[src/rtl/sine_period_peak_detector.sv]
// rtl/sine_period_peak_detector.sv - hysteretic zero-crossing period and peak measurement for a signed sinusoid
module sine_period_peak_detector #(
    parameter int WIDTH   = 14,
    parameter int HYST    = 128,
    parameter int CNT_W   = 20,
    parameter int TIMEOUT = 65536
) (
    input  logic                    clk,
    input  logic                    reset,
    input  logic                    sample_valid,
    input  logic signed [WIDTH-1:0] sample,
    output logic [CNT_W-1:0]        period,
    output logic signed [WIDTH-1:0] peak_max,
    output logic signed [WIDTH-1:0] peak_min,
    output logic [WIDTH:0]          peak_to_peak,
    output logic                    meas_valid,
    output logic                    lost
);

    localparam logic [1:0] ST_ACQ  = 2'd0;
    localparam logic [1:0] ST_LOW  = 2'd1;
    localparam logic [1:0] ST_HIGH = 2'd2;

    localparam logic signed [WIDTH-1:0] HYST_P    = WIDTH'(HYST);
    localparam logic signed [WIDTH-1:0] HYST_N    = -HYST_P;
    localparam logic [CNT_W:0]          TIMEOUT_C = (CNT_W+1)'(TIMEOUT);

    logic [1:0]              state;
    logic                    armed;
    logic [CNT_W-1:0]        cnt;
    logic signed [WIDTH-1:0] run_max;
    logic signed [WIDTH-1:0] run_min;

    logic                    above;
    logic                    below;
    logic                    rising;
    logic                    timeout_hit;
    logic [CNT_W:0]          cnt_inc;
    logic signed [WIDTH-1:0] new_max;
    logic signed [WIDTH-1:0] new_min;
    logic [WIDTH:0]          p2p;

    assign above       = sample >= HYST_P;
    assign below       = sample <= HYST_N;
    assign rising      = (state == ST_LOW) && above;
    assign cnt_inc     = {1'b0, cnt} + (CNT_W+1)'(1);
    assign timeout_hit = cnt_inc == TIMEOUT_C;
    assign new_max     = (sample > run_max) ? sample : run_max;
    assign new_min     = (sample < run_min) ? sample : run_min;
    // Sign-extend one bit so the difference of two extreme samples cannot wrap.
    assign p2p         = {new_max[WIDTH-1], new_max} - {new_min[WIDTH-1], new_min};

    always_ff @(posedge clk) begin
        if (reset) begin
            state        <= ST_ACQ;
            armed        <= 1'b0;
            cnt          <= '0;
            run_max      <= '0;
            run_min      <= '0;
            period       <= '0;
            peak_max     <= '0;
            peak_min     <= '0;
            peak_to_peak <= '0;
            meas_valid   <= 1'b0;
            lost         <= 1'b0;
        end else begin
            meas_valid <= 1'b0;
            if (sample_valid) begin
                if (rising) begin
                    if (armed) begin
                        period       <= cnt_inc[CNT_W-1:0];
                        peak_max     <= new_max;
                        peak_min     <= new_min;
                        peak_to_peak <= p2p;
                        meas_valid   <= 1'b1;
                        lost         <= 1'b0;
                    end
                    run_max <= sample;
                    run_min <= sample;
                    armed   <= 1'b1;
                    cnt     <= '0;
                    state   <= ST_HIGH;
                end else begin
                    run_max <= new_max;
                    run_min <= new_min;
                    if (timeout_hit) begin
                        cnt   <= '0;
                        state <= ST_ACQ;
                        armed <= 1'b0;
                        lost  <= 1'b1;
                    end else begin
                        cnt <= cnt_inc[CNT_W-1:0];
                        if (above)
                            state <= ST_HIGH;
                        else if (below)
                            state <= ST_LOW;
                    end
                end
            end
        end
    end

endmodule
[config.mk]
export PLATFORM = sky130hd
export DESIGN_NAME = sine_period_peak_detector
export DESIGN_NICKNAME = d
export VERILOG_FILES = /design/src/rtl/sine_period_peak_detector.sv
export SDC_FILE = /design/constraint.sdc
export NUM_CORES = 1
export LEC_CHECK = 0
export ABC_AREA = 1
export CAP_MARGIN = 10
export CORE_UTILIZATION = 45
export DETAILED_ROUTE_END_ITERATION = 16
export GPL_ROUTABILITY_DRIVEN = 0
export GPL_TIMING_DRIVEN = 0
export PLACE_DENSITY = 0.77
export SLEW_MARGIN = 15
export SYNTH_ARGS = -nofsm -noshare
export SYNTH_HDL_FRONTEND = slang
export SYNTH_SLANG_ARGS = --single-unit
[constraint.sdc]
create_clock -name clk -period 4.5 [get_ports clk]
set_clock_uncertainty 0.15 [all_clocks]
set_input_delay 0.45 -clock clk [delete_from_list [all_inputs] [get_ports clk]]
set_output_delay 0.45 -clock clk [all_outputs]
set_load 0.02 [all_outputs]
==> flow_summary.yaml, run 1 <==
status:
  status: "finished with violations"
  violations: "DRC"
synth:
  synth_compound_area_share_pct: 22.94
  syn_inst: 983
  syn_nets: 1043
  synthMuxAreaShare_pct: 0
  yosys_warnings: 0
  async_reset_ff_share_pct: 0
  synth_flop_cell: "dfxtp_1"
  synthSimpleGateAreaFrac_pct: 21.96
  synth-xor-area-share_pct: 2.407
  seq_area_frac_synth_pct: 33.85
  ys_ff_latch: 116
  synth_cell_types: 42
  syn_avg_cell_area_um2: 6.979
  syn_area_mm2: 0.006860
  synth_top_family_by_area: "compound AO/OA/AOI/OAI gates"
  synth_edf_count: 0
  synthAdderAreaFrac_pct: 7.952
cells_and_area:
  fillCellCount: 1348
  layout_common_cells: "nand2_1, inv_1, dfxtp_1"
  syn2layout_area_growth_pct: 25.52
  fin_nets: 1142
  final_design_area_no_fill_mm2: 0.008611
  drive_above_1_share_pct: 6.575
  ff_latch_area_mm2: 0.002322
  layout_commonest_cell: "nand2_1"
  multiInputGateArea_mm2: 0.003820
  diodes: 0
  final_core_util_pct: 58.58
global_routing:
  grt_pass1_vias: 6478
  grt_use_total_pct: 26.53
  grt_overflow: 0
  grt_max_degree: 17
  grt_antenna_before_repair: 0
  grt_pass1_wl_mm: 32.57
sta:
  fin_crit_ns: 4.322
  setup_ws_ns: 0.1779
  hold_violations: 0
  max_freq_mhz: 231.4
  holdWs_ns: 0.2288
  setup_viol_count_final: 0
  worst_pin_slew_ns: 0.6124
  slew_viol_final: 0
  slew_headroom_pct: 59.17
  min_period_over_period_pct: 96.05
placed_design:
  post-dp-hpwl_mm: 15.19
  portBuffers: 79
  placed_area_mm2: 0.007881
  pre_cts_ws_ns: -0.6100
drt:
  drt.antenna.violating_nets: 0
  dr.pass1.iters: 12
  drc_errors: 2
  wire_per_inst_um: 16.12
  dr.first_iter.drc_count: 613
  drt-total-wl_mm: 20.61
  vias: 7005
  viasPerCell: 5.477
clock_tree:
  cts_max_level: 4
  postCtsHoldBufs: 0
  cts_tree: "yes"
  numCtsBuffers: 17
  root_buffer: "clkbuf_16"
  cts.sinks: 116
  worstSkewPairLatency_ns: 0.42
  clk_path_buf_depth: 2
  cts.clk_slew.worst_paths_ns: 0.06
critical_path:
  crit-reg2reg-launch: "run_min[3]"
  crit_arrival_ns: 4.49
  required_ns: 4.67
  start_kind: "input port"
  path_max_fanout: 10
  crit_type: "in2reg"
  crit_path_start: "sample[2]"
  endpoint_kind: "flip-flop"
die:
  die_h_um: 125.5
  fp-row-count: 44
  coreArea_mm2: 0.01470
  pin_count: 82
  dieWidth_um: 125.5
  dieArea_mm2: 0.01574
  start_util_pct: 46.67
hold_path:
  hp-class: "in2reg"
  hp-start: "reset"
power_and_ir_drop:
  power_density_mw_per_mm2: 411.7
  p_leak_nw: 3.989
  peakVddDrop_mv: 0.2461
flow_run:
  cap_violations: 0
[synth_stat cells (all sizes together) (2+ instances only)]
library cell  number  area, µm²
buf               12      61.30
a31oi              5      31.28
nand2            204      783.3
clkbuf            33      123.9
nor4               3      18.77
inv              149      561.8
a211oi             2      15.01
o211ai            21      157.7
or2                2      12.51
ha                42      525.5
xor2               9      86.34
nor3               2      10.01
a21boi             2      15.01
nand3             46      257.8
dfxtp            116       2322
o21a              21      157.7
nand4             18      112.6
xnor2              9      78.83
nand3b             5      50.05
nor2              57      254.0
o21bai            27      202.7
o21ai            102      510.5
a21oi             89      445.4
[metal layers]
| metal | wire length (µm) | up-vias | share of wire [%] | GRT usage, % |
|---|---|---|---|---|
| met5 | 0 | - | 0 | 0 |
| met4 | 667 | 0 | 3.2 | 12.12 |
| met3 | 1728 | 55 | 8.4 | 6.119 |
| met2 | 9162 | 333 | 44 | 40.92 |
| met1 | 9054 | 3180 | 44 | 35.15 |
| li1 | - | 3437 | - | - |
[power breakdown]
| group | switching, mW | internal (mW) | total [mW] |
|---|---|---|---|
| sequential | 0.0196 | 1.06 | 1.08 |
| clock | 0.469 | 1.04 | 1.51 |
| combinational | 0.625 | 0.336 | 0.961 |
| total | 1.11 | 2.43 | 3.55 |
[kinds of logic after synthesis]
family	Yosys count
AO/OA/AOI/OAI	274
buffers and inverters	194
flip-flops	116
XOR/XNOR	18
adder cells (fa/ha/maj)	43
AND/OR/NAND/NOR	338
[final cells by class]
cell class | instances | area share, %
Clock inverter | 9 | 2.005
Sequential cell | 116 | 26.97
Buffer | 45 | 2.310
Inverter | 149 | 6.524
Clock buffer | 23 | 5.667
Tap cell | 184 | 2.674
Multi-Input combinational cell | 673 | 44.36
Timing Repair Buffer | 80 | 9.489
[worst paths after layout]
kind | endpoint | slack, ns | cells past startpoint
worst max-delay path | peak_to_peak[10] | 0.18 | 24
worst min-delay path | run_min[13] | 0.23 | 2
worst max register to register | peak_to_peak[10] | 0.39 | 24
worst min register to register | run_min[13] | 0.32 | 2
[metrics by stage]
| stage | std cells | setup TNS (ns) | power, mW |
|---|---|---|---|
| floorplan | 983 | 0 | 1.746 |
| global placement | 1246 | -2.059 | 1.981 |
| detailed placement | 1246 | -2.307 | 1.991 |
| CTS | 1278 | 0 | 3.508 |
| global route | 1279 | -0.001585 | 3.708 |
| finish | 1279 | 0 | 3.545 |
[state kept, by name, indices dropped and copies added, names as in the netlist]
signal        cells
peak_max         14
run_min          14
cnt              20
run_max          14
meas_valid        1
armed             1
state             2
period           20
lost              1
peak_min         14
peak_to_peak     15
[worst max-delay path: stages]
cell and delay [ns]:
clkdlybuf4s50_1 0.55, ha_1 0.35, nand2_1 0.05, nor2_1 0.14
o21ai_0 0.15, o211ai_1 0.16, nand2_1 0.14, nand2_1 0.09
nand2_1 0.06, nand2_2 0.12, buf_4 0.21, o21a_1 0.19
ha_1 0.16, inv_1 0.06, fa_1 0.41, nand3_1 0.12
nand2_1 0.14, a21oi_2 0.19, o21ai_0 0.15, a21oi_1 0.24
or2_2 0.14, nand3_1 0.07, o211ai_1 0.12, inv_1 0.05
[what timing repair did]
| item | in CTS | in global routing |
|---|---|---|
| setup buffers | 0 | 1 |
| pin swaps | 0 | 2 |
| resized for setup | 5 | 20 |
| endpoints found under the setup margin | 3 | 4 |
No activity file was read; power rests on OpenSTA's default activity.
==> run 2: changes to the inputs <==
Settings changed: ABC_CLOCK_PERIOD_IN_PS set to 4500.
==> results of run 2 <==
Final layout, timing and power as in run 1 (identical DEF).
